## config.mk

```make
export PLATFORM = sky130hd
export DESIGN_NAME = reset_seq_ctrl
export DESIGN_NICKNAME = d
export VERILOG_FILES = /design/src/rtl/reset_seq_pkg.sv /design/src/rtl/reset_sync.sv /design/src/rtl/reset_seq_ctrl.sv
export SDC_FILE = /design/constraint.sdc
export NUM_CORES = 1
export LEC_CHECK = 0
export CAP_MARGIN = 0
export CORE_MARGIN = 2
export CORE_UTILIZATION = 40
export CTS_BUF_LIST = sky130_fd_sc_hd__clkbuf_8
export CTS_CLUSTER_DIAMETER = 150
export CTS_CLUSTER_SIZE = 10
export DETAILED_ROUTE_END_ITERATION = 7
export PLACE_DENSITY_LB_ADDON = 0.12
export SLEW_MARGIN = 30
export SYNTH_ARGS = -nofsm -noshare
export SYNTH_HDL_FRONTEND = slang
export SYNTH_SLANG_ARGS = --single-unit
```

## constraint.sdc

```tcl
create_clock -name clk -period 2.5 [get_ports clk]
set_clock_uncertainty 0.1 [all_clocks]
set_input_delay 0.5 -clock clk [delete_from_list [all_inputs] [get_ports clk]]
set_output_delay 0.5 -clock clk [all_outputs]
set_load 0.03 [all_outputs]
```

## src/rtl/reset_seq_pkg.sv

```systemverilog
// Shared types and sizing helpers for the reset release sequencer.
package reset_seq_pkg;

  typedef enum logic [2:0] {
    IDLE     = 3'd0,
    HOLD     = 3'd1,
    WAIT_ACK = 3'd2,
    GAP      = 3'd3,
    DONE     = 3'd4,
    ERROR    = 3'd5
  } state_t;

  // One counter serves all timed states, so it is sized for the longest period.
  function automatic int cnt_width(input int hold_c, input int gap_c, input int ack_c);
    int m;
    m = (gap_c > hold_c) ? gap_c : hold_c;
    m = (ack_c > m) ? ack_c : m;
    return $clog2(m + 1);
  endfunction

endpackage

```

## src/rtl/reset_sync.sv

```systemverilog
// Reset synchronizer: asserts asynchronously, releases after STAGES clock edges.
module reset_sync #(
  parameter int STAGES = 2
) (
  input  logic clk,
  input  logic reset_n,
  output logic sync_reset_n
);

  logic [STAGES-1:0] sync_r;

  // Shift chain filling with ones once reset_n is released.
  always_ff @(posedge clk or negedge reset_n) begin
    if (!reset_n) begin
      sync_r <= '0;
    end else begin
      sync_r <= {sync_r[STAGES-2:0], 1'b1};
    end
  end

  assign sync_reset_n = sync_r[STAGES-1];

endmodule

```

## src/rtl/reset_seq_ctrl.sv

```systemverilog
// Releases per-domain resets one at a time in index order, waiting for each
// domain's ack (with timeout) before moving on to the next.
module reset_seq_ctrl
  import reset_seq_pkg::*;
#(
  parameter int N_DOMAINS   = 4,
  parameter int SYNC_STAGES = 2,
  parameter int HOLD_CYCLES = 8,
  parameter int GAP_CYCLES  = 4,
  parameter int ACK_TIMEOUT = 16
) (
  input  logic                 clk,
  input  logic                 reset_n,
  input  logic                 sw_reset_req,
  input  logic [N_DOMAINS-1:0] dom_ack,
  output logic [N_DOMAINS-1:0] dom_reset_n,
  output logic                 busy,
  output logic                 seq_done,
  output logic                 err_timeout,
  output logic [((N_DOMAINS > 1) ? $clog2(N_DOMAINS) : 1)-1:0] err_domain
);

  localparam int IDX_W = (N_DOMAINS > 1) ? $clog2(N_DOMAINS) : 1;
  localparam int CNT_W = cnt_width(HOLD_CYCLES, GAP_CYCLES, ACK_TIMEOUT);

  state_t               state_r, state_nxt_s;
  logic [CNT_W-1:0]     cnt_r, cnt_nxt_s, cnt_inc_s;
  logic [IDX_W-1:0]     idx_r, idx_nxt_s;
  logic                 sync_reset_n_s;

  logic [N_DOMAINS-1:0] dom_reset_n_r, dom_reset_n_nxt_s, rel_mask_s;
  logic                 busy_r, busy_nxt_s;
  logic                 seq_done_r, seq_done_nxt_s;
  logic                 err_timeout_r, err_timeout_nxt_s;
  logic [IDX_W-1:0]     err_domain_r, err_domain_nxt_s;

  reset_sync #(.STAGES(SYNC_STAGES)) u_reset_sync (
    .clk          (clk),
    .reset_n      (reset_n),
    .sync_reset_n (sync_reset_n_s)
  );

  assign cnt_inc_s = (cnt_r == {CNT_W{1'b1}}) ? cnt_r : cnt_r + CNT_W'(1);

  // State, phase counter and domain index registers.
  always_ff @(posedge clk or negedge reset_n) begin
    if (!reset_n) begin
      state_r <= IDLE;
      cnt_r   <= '0;
      idx_r   <= '0;
    end else begin
      state_r <= state_nxt_s;
      cnt_r   <= cnt_nxt_s;
      idx_r   <= idx_nxt_s;
    end
  end

  // Next-state logic; the counter restarts from zero on every state entry.
  always_comb begin
    state_nxt_s = state_r;
    cnt_nxt_s   = cnt_inc_s;
    idx_nxt_s   = idx_r;
    case (state_r)
      IDLE: begin
        if (sync_reset_n_s) begin
          state_nxt_s = HOLD;
          cnt_nxt_s   = '0;
          idx_nxt_s   = '0;
        end else begin
          cnt_nxt_s   = '0;
        end
      end
      HOLD: begin
        if (cnt_r == CNT_W'(HOLD_CYCLES - 1)) begin
          state_nxt_s = WAIT_ACK;
          cnt_nxt_s   = '0;
          idx_nxt_s   = '0;
        end else begin
          cnt_nxt_s   = cnt_inc_s;
        end
      end
      WAIT_ACK: begin
        // An ack on the final timeout edge still counts as success.
        if (dom_ack[idx_r]) begin
          state_nxt_s = (idx_r == IDX_W'(N_DOMAINS - 1)) ? DONE : GAP;
          cnt_nxt_s   = '0;
        end else if (cnt_r == CNT_W'(ACK_TIMEOUT - 1)) begin
          state_nxt_s = ERROR;
          cnt_nxt_s   = '0;
        end else begin
          cnt_nxt_s   = cnt_inc_s;
        end
      end
      GAP: begin
        if (cnt_r == CNT_W'(GAP_CYCLES - 1)) begin
          state_nxt_s = WAIT_ACK;
          cnt_nxt_s   = '0;
          idx_nxt_s   = idx_r + IDX_W'(1);
        end else begin
          cnt_nxt_s   = cnt_inc_s;
        end
      end
      DONE, ERROR: begin
        if (sw_reset_req) begin
          state_nxt_s = HOLD;
          cnt_nxt_s   = '0;
          idx_nxt_s   = '0;
        end else begin
          cnt_nxt_s   = '0;
        end
      end
      default: begin
        state_nxt_s = IDLE;
        cnt_nxt_s   = '0;
        idx_nxt_s   = '0;
      end
    endcase
  end

  // Output values derived from the upcoming state so the flops line up with it.
  always_comb begin
    rel_mask_s        = '0;
    dom_reset_n_nxt_s = '0;
    busy_nxt_s        = 1'b1;
    seq_done_nxt_s    = 1'b0;
    err_timeout_nxt_s = 1'b0;
    err_domain_nxt_s  = '0;
    for (int i = 0; i < N_DOMAINS; i++) begin
      rel_mask_s[i] = (i <= int'(idx_nxt_s));
    end
    case (state_nxt_s)
      WAIT_ACK, GAP: begin
        dom_reset_n_nxt_s = rel_mask_s;
      end
      DONE: begin
        dom_reset_n_nxt_s = rel_mask_s;
        busy_nxt_s        = 1'b0;
        seq_done_nxt_s    = 1'b1;
      end
      ERROR: begin
        dom_reset_n_nxt_s = rel_mask_s;
        busy_nxt_s        = 1'b0;
        err_timeout_nxt_s = 1'b1;
        err_domain_nxt_s  = idx_nxt_s;
      end
      default: begin
        dom_reset_n_nxt_s = '0;
      end
    endcase
  end

  // Output registers; reset_n clears them with no clock needed.
  always_ff @(posedge clk or negedge reset_n) begin
    if (!reset_n) begin
      dom_reset_n_r <= '0;
      busy_r        <= 1'b1;
      seq_done_r    <= 1'b0;
      err_timeout_r <= 1'b0;
      err_domain_r  <= '0;
    end else begin
      dom_reset_n_r <= dom_reset_n_nxt_s;
      busy_r        <= busy_nxt_s;
      seq_done_r    <= seq_done_nxt_s;
      err_timeout_r <= err_timeout_nxt_s;
      err_domain_r  <= err_domain_nxt_s;
    end
  end

  assign dom_reset_n = dom_reset_n_r;
  assign busy        = busy_r;
  assign seq_done    = seq_done_r;
  assign err_timeout = err_timeout_r;
  assign err_domain  = err_domain_r;

endmodule

```

==> flow_metrics.py, run 1 <==
metrics = {
    "synthesis": {
        "synthAdderAreaFrac": 0.0251,
        "synth_edf_count": 0,
        "syn_area_sq_um": 998,
        "synth_cell_types": 34,
        "synth_top_family_by_area": "simple AND/OR/NAND/NOR gates",
        "synth_cells": 95,
        "netlist.top_cell.by_area": "dfrtp_1",
        "muxShareOfSynthArea": 0.0376,
        "ys_ff_latch": 21,
        "async_flop_share": 1.00,
        "synthTopCellsByArea": "dfrtp_1 50%, nor2_1 4.1%, a21oi_1 3.5%",
        "synthesis.nets": 104,
        "synth-main-ff-cell": "dfrtp_1",
        "synth_top_area_frac": 0.501,
        "synth_compound_area_frac": 0.152,
        "yosysSeqAreaShare": 0.528,
        "synth-xor-area-share": 0,
        "avgSynthCellArea_sq_um": 10.5,
        "yosys_warnings": 0,
        "synth_simple_gate_area_share": 0.219,
    },
    "status": {
        "outcome": "complete, no violations",
    },
    "drt": {
        "drt_iter0_drc": 11,
        "vias_per_cell": 5.28,
        "ant_nets": 0,
        "detailroute.via_count": 765,
        "drc": 0,
        "first_pass_iters": 4,
        "routed_wl_microns": 1940,
        "wl_per_cell_microns": 13.3,
    },
    "worst_hold_path": {
        "hold_end": "u_reset_sync.sync_r[1]",
        "hold_path.startpoint": "u_reset_sync.sync_r[0]",
        "whs_path_depth": 0,
        "min_path_type": "reg -> reg",
    },
    "global_routing": {
        "antenna_found_initial": 0,
        "grtUsageTotal": 0.164,
        "gr-total-overflow": 0,
        "grt_max_degree": 12,
        "grt_pass1_vias": 766,
        "grt_pass1_wl_microns": 3430,
    },
    "cells_and_area": {
        "layout_commonest_cell": "dfrtp_1",
        "drive_gt1_frac": 0.139,
        "syn_to_final_growth_pct": 24.3,
        "final_cell_mix": "20 x dfrtp_1, 15 x clkdlybuf4s50_1, 11 x nor2_1",
        "num-nets-final": 125,
        "diodes": 0,
    },
    "floorplanning": {
        "die_height_microns": 54.0,
        "core_area_sq_um": 2410,
        "die_w_microns": 54.0,
        "start_util": 0.414,
        "io_pins": 16,
        "fp.dieArea_sq_um": 2910,
        "rows": 18,
    },
    "power": {
        "powerDensity_nw_per_um2": 844,
        "p_total_mw": 1.05,
        "ir_drop_uv": 458,
        "leakagePower_nw": 0.563,
    },
    "setup_path": {
        "critPathLaunchType": "flop",
        "end_kind": "flop",
        "reg2reg_slack_ps": 250,
        "r2r_cells": 6,
        "r2r_start": "cnt_r[0]",
        "r2r_end": "dom_reset_n[1]",
        "critPathKind": "reg -> reg",
        "crit_arrival_ps": 2260,
        "critPathMaxFanout": 8,
        "worst_ep_required_time_ps": 2510,
    },
    "sta": {
        "max_slew_margin": 0.600,
        "hold_viol_final": 0,
        "min_period_over_period": 0.899,
        "rsz0062_at_grt": "no",
        "slew_violations": 0,
        "worstMarginPinSlew_ps": 594,
        "finalSetupTns_ps": 0,
        "layout_min_cycle_time_ps": 2250,
        "max_freq_mhz": 445,
        "finalSetupViolCount": 0,
    },
    "clock_tree": {
        "postCtsHoldBufs": 0,
        "clock-sinks": 21,
        "cts.htree.levels": 1,
        "cts.clk_slew.worst_paths_ps": 70,
        "clock_insertion_delay_worst_skew_ps": 250,
        "numCtsBuffers": 3,
        "cts_max_path_buffers": 2,
        "cts_resized": 0,
        "ctsRootBufferMaster": "clkbuf_8",
        "cts_tree": "built",
        "post-cts-setup-buffers": 0,
    },
    "flow_run": {
        "max_cap_violations": 0,
    },
    "placement": {
        "portBuffers": 15,
        "hpwl_microns": 1510,
        "gp_congestion": 0.843,
    },
}
-- per-stage QoR --
| stage | instance area (sq um) | setup WS [ps] | utilization | hold slack, ps | cells |
|---|---|---|---|---|---|
| final | 1240 | 253 | 0.515 | 250 | 145 |
| after global placement | 1200 | 42.0 | 0.496 | 232 | 141 |
| after global routing | 1240 | 52.1 | 0.515 | 259 | 145 |
| after detailed placement | 1200 | 45.4 | 0.496 | 236 | 141 |
| after CTS | 1240 | 246 | 0.515 | 253 | 145 |
| after floorplan | 998 | 522 | - | 104 | 95 |
-- area by class of cell --
| class | count | area [sq um] |
|---|---|---|
| Inverter | 8 | 30.0 |
| Timing Repair Buffer | 17 | 165 |
| Tap cell | 30 | 37.5 |
| Sequential cell | 21 | 527 |
| Multi-Input combinational cell | 65 | 437 |
| Fill cell | 223 | 1170 |
| Clock inverter | 1 | 3.75 |
| Clock buffer | 3 | 41.3 |
-- critical path, stage by stage (launching register included) --
cell,delay (ps)
dfrtp_1,420
ha_1,320
and4bb_2,280
a221o_1,300
nand2_1,90
a22oi_1,470
a21oi_1,130
-- cells in the mapped netlist, types with 2 or more instances --
cell      count
nand3_1       3
nor2_2        2
inv_1         8
nor3_1        2
nand2b_1      2
o21a_1        2
and3_1        2
or3b_1        2
dfrtp_1      20
nor2_1       11
o21ai_0       4
nand2_1       8
a21oi_1       7
ha_1          2
-- report_power, final --
group	total (mW)	internal (mW)	switching [mW]
Sequential	0.472	0.400	0.0719
Combinational	0.364	0.164	0.200
Clock	0.211	0.109	0.102
Total	1.05	0.673	0.374
-- routing by layer --
metal	vias to the layer above	global-route usage	wire [microns]
li1	374	-	-
met1	380	0.211	859
met2	9	0.272	994
met3	2	0.0444	71
met4	0	0.0385	8
met5	-	0	0
-- sequential cells by signal, indices dropped and copies added (netlist names) --
name and cells:
cnt_r 5, state_r 3, dom_reset_n 4, seq_done 1, busy 1, err_domain 2, idx_r 2, u_reset_sync.sync_r 2
err_timeout 1
-- cell families (layout without fill, tap and decap cells) --
group                    after synthesis  after routing
AO/OA/AOI/OAI                         21             21
adder cells (fa/ha/maj)                2              2
buffers and inverters                  9             29
flip-flops                            21             21
multiplexers                           2              2
other                                  1              1
AND/OR/NAND/NOR                       39             39
-- worst max-delay path by stage --
stage	start	slack, ps	to
6_report	cnt_r[0]	250	dom_reset_n[1]
5_1_grt	cnt_r[0]	50	dom_reset_n[1]
4_1_cts	cnt_r[0]	250	dom_reset_n[1]
3_5_place_dp	dom_ack[3]	50	err_domain[1]
3_3_place_gp	dom_ack[3]	40	err_domain[1]
2_1_floorplan	dom_ack[3]	520	err_domain[1]
No activity file was read; power rests on OpenSTA's default activity.
==> run 2: changes to the inputs <==
--- a/config.mk
+++ b/config.mk
@@ -7,13 +7,13 @@
 export LEC_CHECK = 0
 export CAP_MARGIN = 0
 export CORE_MARGIN = 2
-export CORE_UTILIZATION = 40
+export CORE_UTILIZATION = 54
 export CTS_BUF_LIST = sky130_fd_sc_hd__clkbuf_8
 export CTS_CLUSTER_DIAMETER = 150
 export CTS_CLUSTER_SIZE = 10
 export DETAILED_ROUTE_END_ITERATION = 7
 export PLACE_DENSITY_LB_ADDON = 0.12
-export SLEW_MARGIN = 30
+export SLEW_MARGIN = 20
 export SYNTH_ARGS = -nofsm -noshare
 export SYNTH_HDL_FRONTEND = slang
 export SYNTH_SLANG_ARGS = --single-unit
==> run 2 against run 1 <==
  * Sequential share of layout area grew 0.48 points
  * Global-route usage grew 5.6 points
  * Wire length grew 1.2%
  * Sequential power is essentially flat
  * Largest power group unchanged
==> flow_metrics.py, run 2 (same netlist as run 1, synthesis figures left out) <==
metrics = {
    "floorplanning": {
        "start_util": 0.578,
        "die_height_microns": 47,
        "core_area_sq_um": 1730,
        "fp.dieArea_sq_um": 2210,
        "rows": 15,
        "io_pins": 16,
        "die_w_microns": 47,
    },
    "clock_tree": {
        "post-cts-setup-buffers": 0,
        "ctsRootBufferMaster": "clkbuf_8",
        "clock_insertion_delay_worst_skew_ps": 250,
        "cts_tree": "built",
        "cts.htree.levels": 1,
        "clock-sinks": 21,
        "cts.clk_slew.worst_paths_ps": 70,
        "cts_max_path_buffers": 2,
        "numCtsBuffers": 3,
        "cts_resized": 0,
        "postCtsHoldBufs": 0,
    },
    "placement": {
        "place_area_sq_um": 1180,
        "dp_cells": 135,
        "portBuffers": 15,
        "gp_congestion": 0.818,
        "preCtsSetupSlack_ps": 20.0,
        "hpwl_microns": 1480,
    },
    "cells_and_area": {
        "largest_reg_flops": 5,
        "fin_area_sq_um": 1230,
        "regMostFlops": "cnt_r",
        "layout_commonest_cell": "dfrtp_1",
        "diodes": 0,
        "final_cell_mix": "20 x dfrtp_1, 15 x clkdlybuf4s50_1, 11 x nor2_1",
        "final_core_util": 0.711,
        "layoutNonFillerInstCount": 139,
        "fill_cells": 139,
        "num-nets-final": 124,
        "multi_input_area_sq_um": 437,
        "syn_to_final_growth_pct": 22.9,
        "drive_gt1_frac": 0.132,
        "seq_area_sq_um": 527,
    },
    "sta": {
        "finalSetupTns_ps": 0,
        "rsz0062_at_grt": "no",
        "slew_violations": 0,
        "max_freq_mhz": 450,
        "layout_min_cycle_time_ps": 2220,
        "min_period_over_period": 0.889,
        "hold_viol_final": 0,
        "max_slew_margin": 0.602,
        "worst_slack_ps": 276,
        "whs_ps": 261,
        "worstMarginPinSlew_ps": 590,
        "finalSetupViolCount": 0,
    },
    "setup_path": {
        "r2r_end": "dom_reset_n[1]",
        "end_kind": "flop",
        "crit_start": "cnt_r[0]",
        "critPathMaxFanout": 8,
        "endpoint": "dom_reset_n[1]",
        "worst_ep_required_time_ps": 2510,
        "reg2reg_slack_ps": 280,
        "r2r_start": "cnt_r[0]",
        "critPathKind": "reg -> reg",
        "r2r_cells": 6,
        "critPathLaunchType": "flop",
        "crit_arrival_ps": 2230,
    },
    "global_routing": {
        "gr-total-overflow": 0,
        "grt_pass1_vias": 767,
        "grt_max_degree": 22,
        "grt_pass1_wl_microns": 3350,
        "grtUsageTotal": 0.219,
        "antenna_found_initial": 0,
    },
    "power": {
        "leakagePower_nw": 0.558,
        "p_total_mw": 1.03,
        "powerDensity_nw_per_um2": 843,
        "ir_drop_uv": 579,
    },
    "worst_hold_path": {
        "min_path_type": "reg -> reg",
        "whs_path_depth": 0,
    },
    "drt": {
        "detailroute.via_count": 803,
        "drc": 0,
        "routed_wl_microns": 1960,
        "wl_per_cell_microns": 14.1,
        "first_pass_iters": 4,
        "vias_per_cell": 5.78,
        "drt_iter0_drc": 13,
        "ant_nets": 0,
    },
    "flow_run": {
        "max_cap_violations": 0,
    },
    "status": {
        "outcome": "complete, no violations",
    },
}
[run 2: changes by cell type in the layout (fill, tap and decap cells not counted), sizes merged]
cell,before,now
buf,2,1
[run 2: worst max-delay path, stage by stage, from the launching register on]
cell and delay, ps:
dfrtp_1 400, ha_1 300, and4bb_2 280, a221o_1 300, nand2_1 80, a22oi_1 470
a21oi_1 140
[run 2: layer usage]
layer	vias to the layer above	GRT usage	wire length [microns]
li1	373	-	-
met4	0	0.0722	22
met5	-	0	0
met1	413	0.280	843
met2	13	0.367	1020
met3	4	0.0538	74
[run 2: final cells by class]
type / count / share of cell area
Sequential cell: 21 / 0.429
Clock buffer: 3 / 0.0336
Multi-Input combinational cell: 65 / 0.356
Tap cell: 25 / 0.0255
Timing Repair Buffer: 16 / 0.128
Clock inverter: 1 / 0.00306
Inverter: 8 / 0.0245
[run 2: worst min path at each step]
stage                                       from                endpoint
after floorplan                          reset_n                cnt_r[0]
after global placement    u_reset_sync.sync_r[0]  u_reset_sync.sync_r[1]
after detailed placement  u_reset_sync.sync_r[0]  u_reset_sync.sync_r[1]
after CTS                 u_reset_sync.sync_r[0]  u_reset_sync.sync_r[1]
after global routing      u_reset_sync.sync_r[0]  u_reset_sync.sync_r[1]
final                     u_reset_sync.sync_r[0]  u_reset_sync.sync_r[1]
[run 2: power breakdown]
group / internal, mW / leakage (nW) / total [mW] / switching [mW]
Combinational: 0.158 / 0.257 / 0.356 / 0.197
Clock: 0.109 / 0.0269 / 0.209 / 0.100
Sequential: 0.400 / 0.274 / 0.469 / 0.0691
==> variant 1: new RTL, flow settings as in run 1 <==
The 6 states of `state_t` get a one-hot encoding in 6 bits.
--- a/src/rtl/reset_seq_pkg.sv
+++ b/src/rtl/reset_seq_pkg.sv
@@ -1,13 +1,13 @@
 // Shared types and sizing helpers for the reset release sequencer.
 package reset_seq_pkg;
 
-  typedef enum logic [2:0] {
-    IDLE     = 3'd0,
-    HOLD     = 3'd1,
-    WAIT_ACK = 3'd2,
-    GAP      = 3'd3,
-    DONE     = 3'd4,
-    ERROR    = 3'd5
+  typedef enum logic [5:0] {
+    IDLE     = 6'b000001,
+    HOLD     = 6'b000010,
+    WAIT_ACK = 6'b000100,
+    GAP      = 6'b001000,
+    DONE     = 6'b010000,
+    ERROR    = 6'b100000
   } state_t;
 
   // One counter serves all timed states, so it is sized for the longest period.
Formal check against the unedited RTL: no difference found for any inputs over 10 cycles, from zero or initial values and one cycle with reset_n low; not proved beyond that.
==> variant 1 against run 1 <==
  * Area after synthesis increased by 11%
  * Sequential share of layout area increased by 1.6 points
  * Worst setup slack improved by 0.043 ns
  * Clock power increased by 21%
  * Final area increased by 10%
  * Total power decreased by 8.1%
  * Routed wire length increased by 12%
  * Sequential cell count increased by 3
  * Die area increased by 9.7%
  * Largest power group unchanged
==> variant 1: results (changes against run 1) <==
Rel. slew slack -> 0.641 (+0.0418)
RR Endpoint -> dom_reset_n[3]
Peak supply drop -> 0.499 mV (+8.9%)
Starting DRT DRC Count -> 24 (+13)
I/O Buffers -> 15 (unchanged)
Post-synth ARST share -> 1.00 (unchanged)
Largest Register -> state_r
Post-CTS resize count -> 0 (unchanged)
Area after DPL -> 0.00132 mm2 (+9.9%)
DP HPWL -> 1680 um (+11%)
Longest Clk Path Bufs -> 2 (unchanged)
Total GRT Usage -> 0.155 (-0.00858)
Vias in the first global route -> 875 (+14%)
Global-route wire length before repair -> 3850 um (+12%)
Largest net degree at the start of global routing -> 14 (+2)
Layout Nets -> 132 (+5.6%)
R2R cell count -> 6 (unchanged)
Number of flip-flops in the largest register -> 6 (+1)
CTS root buf -> clkbuf_8
Share of layout cells above drive strength 1 -> 0.115 (-0.0244)
Outcome -> finished clean
Ranking of synthesized cells by area -> dfrtp_1 (50%), dfstp_2 (4.8%), nor2_1 (3.4%)
Worst min path class -> reg2reg
Post-route insts no fill -> 153 (+5.5%)
N_diodes -> 0 (unchanged)
Synthesized Nets -> 109 (+4.8%)
Dpl ws -> 0.0180 ns (-0.0275 ns)
Max FO, Critical Path -> 7 (-1)
Syn_area_per_cell -> 11.0 um2 (+5.0%)
P_leak -> 0.616 nW (+9.4%)
Sequential fraction of the synthesis area -> 0.546 (+0.0189)
Clock transition at path regs -> 0.08 ns
R2R setup slack -> 0.30 ns (+0.04 ns)
Top cells by count, synth -> dfrtp_1 (22), nor2_1 (10), nand2_1 (5), o21ai_0 (5)
Drt pass-1 iters -> 4 (unchanged)
H-tree depth -> 1 (unchanged)
Hold_ws -> 0.256 ns (+0.00652 ns)
Synth cell types -> 36 (+5.9%)
Routed WL -> 2170 um (+12%)
Routability Congestion -> 0.877 (+4.0%)
Vias per cell -> 5.46 (+3.6%)
-- variant 1: how the worst max path moves through the flow --
stage | to | cells past startpoint | start | slack [ns]
detailed placement | busy | 6 | dom_ack[1] | 0.02
finish | dom_reset_n[3] | 6 | cnt_r[0] | 0.30
floorplan | dom_reset_n[3] | 6 | cnt_r[0] | 0.44
global placement | busy | 6 | dom_ack[1] | 0.02
CTS | dom_reset_n[3] | 6 | cnt_r[0] | 0.29
global route | err_domain[0] | 6 | state_r[4] | 0.12
-- variant 1: layout make-up --
| class | count | area, um2 |
|---|---|---|
| Inverter | 3 | 11.3 |
| Timing Repair Buffer | 18 | 173 |
| Fill cell | 241 | 1320 |
| Sequential cell | 24 | 603 |
| Tap cell | 31 | 38.8 |
| Multi-Input combinational cell | 73 | 489 |
| Clock buffer | 4 | 55.1 |
-- variant 1: cells by family after synthesis --
family / share of synthesized area
buf+inv: 0.0102
simple gates: 0.226
flops: 0.546
other cells: 0.00340
mux: 0.0465
xor+xnor: 0.0238
fa+ha+maj: 0.0227
compound gates: 0.121
-- variant 1: critical path, cell delays in order, from the launching register on --
cell and delay [ns]:
dfrtp_1 0.39, ha_1 0.29, nand3b_1 0.12, nor2b_1 0.15, or4_1 0.57, mux2_4 0.31, and3_1 0.18
-- variant 1: power by group --
part           internal (mW)  switching, mW  total (mW)
registers              0.437         0.0334       0.470
clock network          0.140          0.115       0.255
logic                  0.101          0.136       0.237
-- variant 1: layer usage --
| metal | GRT usage | routed length (um) | up-vias | part of all wire |
|---|---|---|---|---|
| li1 | - | - | 409 | - |
| met1 | 0.200 | 1000 | 410 | 0.46 |
| met2 | 0.252 | 1050 | 15 | 0.48 |
| met3 | 0.0392 | 104 | 2 | 0.048 |
| met4 | 0.0544 | 17 | 0 | 0.0078 |
| met5 | 0 | 0 | - | 0 |
==> variant 2: new RTL, config.mk and constraints of run 1 <==
Made on the original files. `SYNC_STAGES`: 2 -> 4.
--- a/src/rtl/reset_seq_ctrl.sv
+++ b/src/rtl/reset_seq_ctrl.sv
@@ -4,7 +4,7 @@
   import reset_seq_pkg::*;
 #(
   parameter int N_DOMAINS   = 4,
-  parameter int SYNC_STAGES = 2,
+  parameter int SYNC_STAGES = 4,
   parameter int HOLD_CYCLES = 8,
   parameter int GAP_CYCLES  = 4,
   parameter int ACK_TIMEOUT = 16
Formal check against the unedited RTL: same outputs for any inputs over 10 cycles, from zero or initial values and one cycle with reset_n low; that may be too few to reach the edited logic, so the function may still have changed.
==> variant 2 against run 1 <==
  * Die area up 14%
  * Final cell count rose by 6.2%
  * Sequential cell count is 2 higher
  * Largest cell class unchanged
  * Area after synthesis increased by 15%
  * Routed wire length grew 9.7%
  * Final area increased by 9.4%
  * Total power increased by 25%
  * First-iteration DRC count grew 73%
  * Highest routed layer unchanged
  * Worst setup slack improved by 0.12 ns
==> variant 2: results (changes against run 1) <==
Outcome -> finished clean
M1 WL -> 1090 um (+27%)
Max FO, Critical Path -> 6 (-2)
Arr. time, crit path -> 2.16 ns (-0.10 ns)
Sequential fraction of the synthesis area -> 0.502 (-0.0259)
Layout Nets -> 133 (+6.4%)
Largest net degree at the start of global routing -> 16 (+4)
Hold Path Origin -> u_reset_sync.sync_r[2]
Fin util -> 0.497 (-0.0185)
Dpl ws -> 0.0835 ns (+0.0381 ns)
Post-route insts no fill -> 154 (+6.2%)
R2R setup slack -> 0.45 ns (+0.20 ns)
Routed WL -> 2120 um (+9.7%)
Routability Congestion -> 0.822 (-2.5%)
Vias in the first global route -> 783 (+2.2%)
Worst Setup SP -> dom_ack[3]
Peak supply drop -> 0.571 mV (+25%)
Starting DRT DRC Count -> 19 (+8)
Synth cell types -> 43 (+26%)
Slowest-stage cell, CP -> mux4_2
Cell count after synthesis -> 107 (+13%)
Vias per cell -> 5.31 (+0.56%)
Fin crit period -> 2.13 ns (-0.115 ns)
Metal3 WL -> 80 um (+13%)
Crit-path leading delay family -> multiplexers
M3 GR Usage -> 0.0402 (-0.00427)
Routing usage on met2 -> 0.203 (-0.0694)
Top cells by count, synth -> dfrtp_1 (22), nor2_1 (13), a21oi_1 (7), inv_1 (7), nand2_1 (6)
Hold_ws -> 0.255 ns (+0.00543 ns)
Synthesized Nets -> 116 (+12%)
Routed wl met2 -> 938 um (-5.6%)
DP HPWL -> 1570 um (+4.4%)
==> variant 2: cell families (layout without fill, tap and decap cells) <==
logic type / count (synthesis) / in the layout / synth area share
multiplexers: 6 / 6 / 0.0631
other: 1 / 1 / 0.00326
XOR/XNOR: 2 / 2 / 0.0152
adder cells (fa/ha/maj): 2 / 2 / 0.0218
flip-flops: 23 / 23 / 0.502
buffers and inverters: 13 / 29 / 0.0631
AND/OR/NAND/NOR: 40 / 40 / 0.210
AO/OA/AOI/OAI: 20 / 20 / 0.122
==> variant 2: layout make-up <==
cell class | instances | area (um2)
Inverter | 8 | 30.0
Timing Repair Buffer | 17 | 165
Multi-Input combinational cell | 71 | 500
Clock buffer | 3 | 41.3
Clock inverter | 1 | 5.00
Fill cell | 246 | 1380
Tap cell | 31 | 38.8
Sequential cell | 23 | 577
==> variant 2: report_power, final <==
group          internal [mW]  switching (mW)  leakage, nW
registers              0.453           0.134        0.291
clock network          0.111           0.116       0.0255
logic                  0.241           0.256        0.295
total                  0.805           0.507        0.611
